===== src/rtl/quotient_multiplier.sv =====
// quotient_multiplier: sequential shift-add multiply-accumulate, A = Q*D + R.
// Rebuilds a divider dividend from quotient, divisor and remainder. One
// operation in flight at a time; start/done handshake, fixed DW-cycle latency.
// Optional feature macro: QMULT_REMCHK_EN adds the remerr output (R >= D).
module quotient_multiplier #(
  parameter int QW = 6,   // quotient / remainder width
  parameter int DW = 5,   // divisor width and iteration count
  parameter int AW = 10   // dividend width for the overflow flag (AW <= QW+DW)
) (
  input  logic             clk,
  input  logic             rst,      // asynchronous, active-low
  input  logic             start,
  input  logic [QW-1:0]    QIN,
  input  logic [DW-1:0]    DIN,
  input  logic [QW-1:0]    RIN,
  output logic             busy,
  output logic             done,
  output logic [QW+DW-1:0] AOUT,
  output logic             overflow
`ifdef QMULT_REMCHK_EN
  ,
  output logic             remerr
`endif
);

  localparam int PW = QW + DW;
  localparam int CW = (DW > 1) ? $clog2(DW) : 1;
  // 2^AW held one bit wider than the product so AW == PW stays representable.
  localparam logic [PW:0] LIMIT = {{PW{1'b0}}, 1'b1} << AW;

  typedef enum logic [1:0] {
    IDLE = 2'd0,
    CALC = 2'd1,
    DONE = 2'd2
  } state_t;

  state_t          state, state_nxt;
  logic [PW-1:0]   p;        // running accumulator, seeded with R
  logic [PW-1:0]   m;        // shifted multiplicand (Q * 2^i)
  logic [DW-1:0]   b;        // multiplier bits still to consume
  logic [CW-1:0]   cnt;      // iteration index within CALC
  logic [PW-1:0]   p_nxt;
  logic            last_iter;

`ifdef QMULT_REMCHK_EN
  logic [QW-1:0]   r_q;      // latched remainder for the range check
  logic [DW-1:0]   d_q;      // latched divisor for the range check
`endif

  assign last_iter = (cnt == CW'(DW - 1));

  // Accumulator value after the current iteration's conditional add.
  always_comb begin
    p_nxt = p;
    if (b[0]) p_nxt = p + m;
  end

  // State register.
  // NOTE: sequential state uses non-blocking (<=) so every flop samples pre-edge values.
  always_ff @(posedge clk or negedge rst) begin
    if (!rst) state <= IDLE;
    else      state <= state_nxt;
  end

  // Next-state and handshake outputs; code 3 falls back to IDLE with outputs low.
  // NOTE: every output gets a default first so no path leaves it unassigned (no latch).
  always_comb begin
    state_nxt = state;
    busy      = 1'b0;
    done      = 1'b0;
    case (state)
      IDLE: if (start) state_nxt = CALC;
      CALC: begin
        busy = 1'b1;
        if (last_iter) state_nxt = DONE;
      end
      DONE: begin
        busy      = 1'b1;
        done      = 1'b1;
        state_nxt = IDLE;
      end
      default: state_nxt = IDLE;
    endcase
  end

  // Datapath: operand capture, shift-add iterations and result registration.
  // NOTE: all datapath flops are reset so an aborted operation leaves no residue.
  always_ff @(posedge clk or negedge rst) begin
    if (!rst) begin
      p        <= '0;
      m        <= '0;
      b        <= '0;
      cnt      <= '0;
      AOUT     <= '0;
      overflow <= 1'b0;
`ifdef QMULT_REMCHK_EN
      r_q      <= '0;
      d_q      <= '0;
      remerr   <= 1'b0;
`endif
    end else begin
      case (state)
        IDLE: begin
          if (start) begin
            p   <= PW'(RIN);
            m   <= PW'(QIN);
            b   <= DIN;
            cnt <= '0;
`ifdef QMULT_REMCHK_EN
            r_q <= RIN;
            d_q <= DIN;
`endif
          end
        end
        CALC: begin
          p   <= p_nxt;
          m   <= m << 1;
          b   <= b >> 1;
          cnt <= cnt + 1'b1;
          if (last_iter) begin
            AOUT     <= p_nxt;
            overflow <= ({1'b0, p_nxt} >= LIMIT);
`ifdef QMULT_REMCHK_EN
            remerr   <= (PW'(r_q) >= PW'(d_q));
`endif
          end
        end
        DONE: ;
        default: begin
          AOUT     <= '0;
          overflow <= 1'b0;
`ifdef QMULT_REMCHK_EN
          remerr   <= 1'b0;
`endif
        end
      endcase
    end
  end

endmodule


===== config.mk =====
export PLATFORM = sky130hd
export DESIGN_NAME = quotient_multiplier
export DESIGN_NICKNAME = d
export VERILOG_FILES = /design/src/rtl/quotient_multiplier.sv
export SDC_FILE = /design/constraint.sdc
export NUM_CORES = 1
export LEC_CHECK = 0
export CAP_MARGIN = 20
export CORE_MARGIN = 1
export CORE_UTILIZATION = 50
export DETAILED_ROUTE_END_ITERATION = 8
export PLACE_DENSITY = 0.74
export RECOVER_POWER = 50
export SLEW_MARGIN = 20
export SYNTH_ARGS = -nofsm -noshare
export SYNTH_HDL_FRONTEND = slang
export SYNTH_SLANG_ARGS = --single-unit
export TNS_END_PERCENT = 100

===== constraint.sdc =====
create_clock -name clk -period 6.05 [get_ports clk]
set_clock_uncertainty 0.1 [all_clocks]
set_input_delay 1.21 -clock clk [delete_from_list [all_inputs] [get_ports clk]]
set_output_delay 1.21 -clock clk [all_outputs]
set_load 0.02 [all_outputs]

== Word level (Yosys, flattened, before mapping) ==
Index checks and enable logic that the tools add are counted.

* Logic and storage cells: 41
* Output and inout port bits: 14
* Bits of input ports: 20
* Register bits after elaboration: 44

* Add/subtract/negate cells: 2
* Reductions and logical operators: 7
* Magnitude comparators: 1
* Bitwise operators: 1
* Eq/ne operators: 5
* Mux-type cells: 18

{| class="wikitable"
|+ Operators by type and width
! kind !! count
|-
| one-hot mux 11 bit (2 select lines) || 3
|-
| 2-to-1 mux 11 bit || 4
|-
| adder 11 bit || 1
|-
| >= comparator 11 bit, second input constant || 1
|-
| one-hot mux 5 bit (2 select lines) || 1
|-
| one-hot mux 3 bit (2 select lines) || 1
|-
| AND reduction 2 bit || 3
|-
| 2-to-1 mux 5 bit || 1
|-
| 2-to-1 mux 2 bit || 2
|-
| inequality test 2 bit, second input constant || 2
|-
| one-hot mux 2 bit (2 select lines) || 1
|-
| OR reduction 2 bit || 2
|-
| adder 3 x 1 -> 3 bit, second input constant || 1
|-
| equality test 3 bit, second input constant || 1
|-
| 2-to-1 mux 1 bit || 3
|-
| 2-to-1 mux 3 bit || 1
|-
| equality test 2 x 1 -> 1 bit, second input constant || 1
|-
| equality test 2 bit, second input constant || 1
|-
| logical NOT 2 bit || 1
|-
| one-hot mux 1 bit (2 select lines) || 1
|-
| nonzero test 2 bit || 1
|-
| NOT 1 bit || 1
|}

== Longest topological paths before layout ==
Gate-level depths: netlist (run 1).

* Word-level depth: 5
* Gate-level depth with buffers: 8

== Worst setup path after synthesis (run 1) ==
Ideal clock, no wire load.

* Path type: register to register
* Start point: register p[0]
* End point: register p[10]
* Cell stages (with the launch flop): 9
* Arrival time: 2.388 ns
* Path slack: 3.441 ns
* Data required time: 5.829 ns
* Clock period less this slack: 2.609 ns
* Setup time: 0.121 ns
* Cell sequence: dfrtp_1 > ha_1 > fa_1 > a21o_1 > a221oi_2 > o211ai_2 > mux2i_1 > mux2_1 > a22o_1

* Cells in the longest elaborated chain, start to end: 3

{| class="wikitable"
|+ Ends and longest elaborated chain
! element !! RTL line !! source
|-
| start, declared || 38 || <nowiki>logic [PW-1:0] p;</nowiki>
|-
| start signal, assigned || 105 || <nowiki>p <= PW'(RIN);</nowiki>
|-
| start signal, assigned || 116 || <nowiki>p <= p_nxt;</nowiki>
|-
| adder 11 bit || 55 || <nowiki>if (b[0]) p_nxt = p + m;</nowiki>
|-
| 2-to-1 mux 11 bit || 55 ||
|-
| one-hot mux 11 bit (2 select lines) || 102 || <nowiki>case (state)</nowiki>
|}

No other way between the ends.
A chain may end at the register's enable or synchronous reset.

== Worst setup path in the final report (run 1) ==
* Start point: register state[1]
* End point: register AOUT[7]

* Cells in the longest elaborated chain, start to end: 4
* Elaborated cells between the ends (all ways): 8
* Classes of those cells: eq/ne (3); mux (1); bitwise (1); reduce/logical (3)

{| class="wikitable"
|+ Ends and longest elaborated chain
! element !! RTL line !! source
|-
| start, declared || 37 || <nowiki>state_t state, state_nxt;</nowiki>
|-
| start signal, assigned || 62 || <nowiki>else state <= state_nxt;</nowiki>
|-
| equality test 2 bit or logical NOT 2 bit (tied branches) || 102 ||
|-
| OR reduction 2 bit (no line) || -- ||
|-
| NOT 1 bit (no line) || -- ||
|-
| AND reduction 2 bit (no line) || -- ||
|-
| end signal, assigned || 121 || <nowiki>AOUT <= p_nxt;</nowiki>
|-
| end, declared || 18 || <nowiki>output logic [QW+DW-1:0] AOUT,</nowiki>
|}

Parallel ways exist; a longest one is shown, timed or not.

==> metrics, run 1 <==
outcome complete, but fails checks; violated checks max-capacitance violations, max-slew violations; max frequency 307.0 MHz; Synth Cell Area 2452 um^2; Post-synth EDFFs 0; Worst Tran Pin Value 2.307 ns; maximum fanout along the worst path 35; Syn Nets 290; Layout Utilization 61.38%; Hold Buf Count CTS 0; IO Port Bufs 33; FP Rows 25; DRC viols 0; Routability Congestion 0.8442; CP max stage delay 1.26 ns; ys flop type dfrtp_1; drt via density 5.646; synth unique cells 39; total leakage power 1.293 nW; post-route ant nets 0; most used cell, CP a21oi_1; Arr. time, crit path 3.32 ns; CTS clk-pin slew, worst paths 0.08 ns; Ports 34; unrepaired setup endpoints after global routing false; Pwr Density 590.4 nW/um^2; final critical-path required period 3.258 ns; initial antenna violation count 0; die width 72.04 um; CTS resizes 0; Inserted Diodes 0; Bufs and invs on worst path 2; Setup Crit Path Kind reg2reg; WL final 5028 um; starting density of the core 51.92%; Max Buffers Root-to-Sink 2; Gate Count Post-Synth 254; postcts setup bufs 0; fin crit share 53.85%; nature of the critical path endpoint flip-flop; routed len/inst 14.37 um; critical path startpoint category flip-flop; final net count 318; CTS tree yes; worst min path class reg2reg; total negative setup slack 0 ns; Mapped Avg Cell Area 9.655 um^2; grt ovf 0; Die H 72.04 um; first-pass detailed-route iteration total 4; crit-path leading delay family buffers and inverters; drt first-iter violations 136; Die ar. 5189 um^2; crit-path cells inv_1 > ha_1 > clkbuf_1 > a21oi_1 > nand2b_1 > nor2_1 > a21oi_1 > o31ai_1; Worst-Skew Late Latency 0.30 ns; final setup fails 0; hold violation count in the final report 0; slew margin rel. -53.80%; HPWL after detailed placement 3518 um; Slew Viols, Final 80; Core Area 4723 um^2; cell accounting for the most synthesized area dfrtp_1; share of cells above drive strength 1 5.300%; vias in the first global route 1790; largest net degree at the start of global routing 44; clock root buffer clkbuf_8; CP required 6.11 ns; GRT Overall Usage 22.30%; warnings from Yosys 0; first-pass GRT wire length 8769 um; Peak VDD IR 268.7 uV; area grow syn2layout 18.21%; part of the Yosys area used for sequential elements 43.88%; MaxCap Viol Count 2; Yosys top cell area share 43.88%; ys async rst share 100.0%; CTS Sinks 43; flop and latch count out of synthesis 43; number of CTS-inserted buffers 5; vias after detailed routing 1976; H-tree depth 2; Synth area leaders dfrtp_1 (44%), ha_1 (7.7%), nand2_1 (5.8%); critical path's slowest cell clkbuf_1
## cells in the mapped netlist, types with 2 or more instances
master and n:
nor2b_1 6, xnor2_1 5, clkbuf_1 11, and3_1 2
a21oi_1 14, o21ai_0 25, o22ai_1 6, nand2_1 38
o22a_1 4, xor2_1 3, a21o_1 7, a31oi_1 4
o21ai_1 2, nand4_1 4, nand2b_1 4, a22o_1 8
ha_1 15, dfrtp_1 43, inv_1 6, nand3_1 6
o211ai_1 2, mux2i_1 14, mux2_2 4, nor2_1 6
## stage by stage
stage          cell area, um^2  hold slack, ns  cells  total power [mW]  setup slack [ns]
3_5_place_dp              2823          0.3546    342             1.533             2.802
4_1_cts                   2904          0.3725    350             1.713             3.088
3_3_place_gp              2823          0.3511    342             1.505             2.842
5_1_grt                   2899          0.3956    350             1.862             2.459
6_report                  2899          0.3681    350             1.712             2.792
2_1_floorplan             2452          0.3496    254             1.266             3.441
## report_power, final
group	internal [mW]	switching [mW]	leakage (nW)
Clock	0.0811	0.0966	0.0422
Sequential	0.414	0.121	0.553
Combinational	0.430	0.569	0.698
Total	0.925	0.787	1.29
## cell type report
class | instances | area, um^2
fillers | 413 | 1824
flip-flops and latches | 43 | 1076
clock buffers | 7 | 76.32
multi-input cells | 191 | 1300
repair buffers | 35 | 335.3
clock inverters | 1 | 5.005
inverters | 6 | 22.52
well taps | 67 | 83.83
## tightest hold or removal path, cell delays in order (launching register included)
cell and delay (ns):
dfrtp_1 0.35, nand2_1 0.05, nand2_1 0.04
## cell families after synthesis
kind of cell    share of synthesized area [%]
buf+inv                                 3.265
xor+xnor                                2.857
compound gates                          20.66
fa+ha+maj                               8.469
simple gates                            12.86
flops                                   43.88
mux                                     8.010
## state kept, by name, summed over array words and instances (netlist names)
signal / count
m: 11
AOUT: 11
cnt: 3
b: 5
state: 2
p: 11
## per-layer routing
metal / share of wire (%) / global-route usage (%) / up-vias
met5: 0 / 0 / -
met3: 5.8 / 4.861 / 6
li1: - / - / 966
met1: 49 / 32.52 / 947
met4: 1.5 / 7.843 / 0
met2: 43 / 32.91 / 57
## cell usage in the layout, fill, tap and decap left out, types with 2 or more instances in the layout
cell type / count
o211ai_1: 2
clkbuf_8: 5
inv_1: 6
o22ai_1: 6
nand2b_1: 4
o22a_1: 4
dfrtp_1: 43
nand3_1: 6
a31oi_1: 4
xnor2_1: 5
a22o_1: 8
nand4_1: 4
nor2b_1: 6
xor2_1: 3
clkbuf_1: 4
o21ai_0: 25
mux2i_1: 14
clkdlybuf4s50_1: 31
a21o_1: 7
nand2_1: 38
a21oi_1: 14
mux2_2: 4
ha_1: 15
nor2_1: 6
and3_1: 2
## final timing paths
kind                                 startpoint             endpoint  slack (ns)  cells past startpoint
hold reg to reg             AOUT[1]$_DFFE_PN0P_  AOUT[1]$_DFFE_PN0P_        0.37                      2
max in group asynchronous                   rst     p[6]$_DFFE_PN0P_        3.04                      1
hold / removal              AOUT[1]$_DFFE_PN0P_  AOUT[1]$_DFFE_PN0P_        0.37                      2
setup / recovery           state[1]$_DFFE_PN0P_  AOUT[7]$_DFFE_PN0P_        2.79                      8
setup reg to reg           state[1]$_DFFE_PN0P_  AOUT[7]$_DFFE_PN0P_        2.79                      8
min in group asynchronous                   rst  AOUT[0]$_DFFE_PN0P_        1.48                      1
Note: power is estimated with default switching activity, not from simulation.
==> inputs of run 2 (changes only) <==
CORE_UTILIZATION = 49   (was 50)
PLACE_DENSITY = 0.76   (was 0.74)
clock period = 2.8 ns   (was 6.05 ns; I/O delays follow)
==> metrics, run 2 (same netlist as run 1, synthesis figures left out) <==
outcome finished, final reports clean (was complete, but fails checks); final net count 325 (was 318); IO Port Bufs 33 (unchanged); P_sw 1.686 mW (was 786.7 uW); first-pass GRT wire length 8735 um (was 8769 um); grt ovf 0 (unchanged); nature of the critical path endpoint flip-flop (unchanged); clock power share 11.2% (was 10.4%); CTS Sinks 43 (unchanged); WL final 5032 um (was 5028 um); Pwr Density 1268 nW/um^2 (was 590.4 nW/um^2); max frequency 378.8 MHz (was 307.0 MHz); Worst-Skew Late Latency 0.29 ns (was 0.30 ns); unrepaired setup endpoints after global routing false (unchanged); Worst Tran Pin Value 1.442 ns (was 2.307 ns); FP Rows 25 (unchanged); initial antenna violation count 0 (unchanged); share of cells above drive strength 1 8.276% (was 5.300%); most frequent cells in the layout dfrtp_1 (43), nand2_1 (38), clkdlybuf4s50_1 (28) (was dfrtp_1 (43), nand2_1 (38), clkdlybuf4s50_1 (31)); Hold Buf Count CTS 0 (unchanged); Reg power frac 30.4% (was 31.2%); final critical-path required period 2.640 ns (was 3.258 ns); post-route ant nets 0 (unchanged); Max Buffers Root-to-Sink 2 (unchanged); CTS clk-pin slew, worst paths 0.08 ns (about the same); Inserted Diodes 0 (unchanged); routed len/inst 14.10 um (was 14.37 um); CP required 2.88 ns (was 6.11 ns); Slew Viols, Final 0 (was 80); Arr. time, crit path 2.72 ns (was 3.32 ns); part of the power in combinational logic 58.4% (about the same); Routability Congestion 0.8822 (was 0.8442); Die H 72.75 um (was 72.04 um); Setup Crit Path Kind reg2reg (unchanged); CTS tree yes (unchanged); Die ar. 5292 um^2 (was 5189 um^2); hold violation count in the final report 0 (unchanged); worst min path class in2async (was reg2reg); crit-path cells ha_1 > fa_2 > a21o_1 > a221oi_2 > o211ai_2 > mux2i_2 > mux2_1 > a22o_1 (was inv_1 > ha_1 > clkbuf_1 > a21oi_1 > nand2b_1 > nor2_1 > a21oi_1 > o31ai_1); commonest non-fill, non-tap cell in the layout dfrtp_1 (unchanged); clock root buffer clkbuf_8 (unchanged); critical path startpoint category flip-flop (unchanged); Hold Slack 0.1503 ns (was 0.3681 ns); Core Area 4755 um^2 (was 4723 um^2); starting density of the core 51.58% (was 51.92%); area grow syn2layout 21.58% (was 18.21%); number of CTS-inserted buffers 5 (unchanged); slew margin rel. 3.861% (was -53.80%); total leakage power 1.354 nW (was 1.293 nW); final setup fails 0 (unchanged); first-pass detailed-route iteration total 4 (unchanged); largest net degree at the start of global routing 44 (unchanged); MaxCap Viol Count 0 (was 2); critical path's slowest cell dfrtp_1 (was clkbuf_1); vias in the first global route 1838 (was 1790); HPWL after detailed placement 3666 um (was 3518 um); maximum fanout along the worst path 5 (was 35); drt via density 5.437 (was 5.646); vias after detailed routing 1941 (was 1976); total negative setup slack 0 ns (unchanged); Net Sw Frac 44.58% (was 45.96%); fin crit share 94.28% (was 53.85%); drt first-iter violations 118 (was 136); die width 72.75 um (was 72.04 um); DRC viols 0 (unchanged); internal power 2.096 mW (was 924.9 uW); Ports 34 (unchanged); Layout Utilization 62.71% (was 61.38%); Peak VDD IR 561.9 uV (was 268.7 uV); biggest regs AOUT x11, m x11, p x11 (unchanged); CP max stage delay 0.42 ns (was 1.26 ns); H-tree depth 2 (unchanged); GRT Overall Usage 21.67% (was 22.30%)
run 2: changes by cell type in the layout (fill, tap and decap cells not counted), moves of 2 or more:
cell / change
clkbuf_8: +2
dlygate4sd3_1: +3
clkdlybuf4s50_1: -3
buf_4: +6
run 2: metrics by stage:
stage / worst slack, ns / cell area, um^2 / power (mW) / std cells
detailed placement: 0.1098 / 2860 / 3.361 / 347
floorplan: 0.1906 / 2452 / 2.736 / 254
global route: 0.05468 / 2982 / 4.131 / 357
CTS: 0.09812 / 2960 / 3.795 / 355
global placement: 0.1691 / 2860 / 3.308 / 347
finish: 0.1601 / 2982 / 3.782 / 357
run 2: worst paths after layout:
check                               startpoint                  end  slack (ns)  cells after the start
max in group asynchronous                  rst     p[5]$_DFFE_PN0P_        0.59                      2
setup reg to reg              p[0]$_DFFE_PN0P_    p[10]$_DFFE_PN0P_        0.16                      8
hold / removal                             rst     p[9]$_DFFE_PN0P_        0.15                      1
setup / recovery              p[0]$_DFFE_PN0P_    p[10]$_DFFE_PN0P_        0.16                      8
hold reg to reg            AOUT[3]$_DFFE_PN0P_  AOUT[3]$_DFFE_PN0P_        0.37                      2
min in group clk           AOUT[3]$_DFFE_PN0P_  AOUT[3]$_DFFE_PN0P_        0.37                      2
run 2: power by group through the flow:
| stage | registers (mW) | logic [mW] | clock network [mW] |
|---|---|---|---|
| detailed placement | 1.17 | 2.19 | 0 |
| finish | 1.15 | 2.21 | 0.423 |
| global route | 1.19 | 2.48 | 0.457 |
| CTS | 1.15 | 2.21 | 0.435 |
| floorplan | 1.14 | 1.60 | 0 |
| global placement | 1.15 | 2.16 | 0 |
run 2: critical path: cells and delay by family, from the launching register on:
kind / cells / cell delay [ns]
AOI/OAI and AO/OA: 4 / 0.84
DFF: 1 / 0.42
muxes: 2 / 0.57
adders and majority gates: 2 / 0.59
run 2: final cells by class:
cell class	count	area, um^2
Fill cell	418	1773
Tap cell	67	83.83
Multi-Input combinational cell	191	1306
Inverter	6	22.52
Clock buffer	8	100.1
Timing Repair Buffer	42	392.9
Sequential cell	43	1076
run 2: what timing repair did:
action / in CTS / in global routing
setup endpoints to repair: 0 / 1
setup buffers: 0 / 1
resized for setup: 0 / 2
run 2: layer usage:
| layer | GRT usage [%] | vias up | wire length [um] |
|---|---|---|---|
| li1 | - | 982 | - |
| met1 | 31.55 | 906 | 2581 |
| met2 | 33.23 | 48 | 2228 |
| met3 | 3.453 | 5 | 162 |
| met4 | 6.754 | 0 | 59 |
| met5 | 0 | - | 0 |
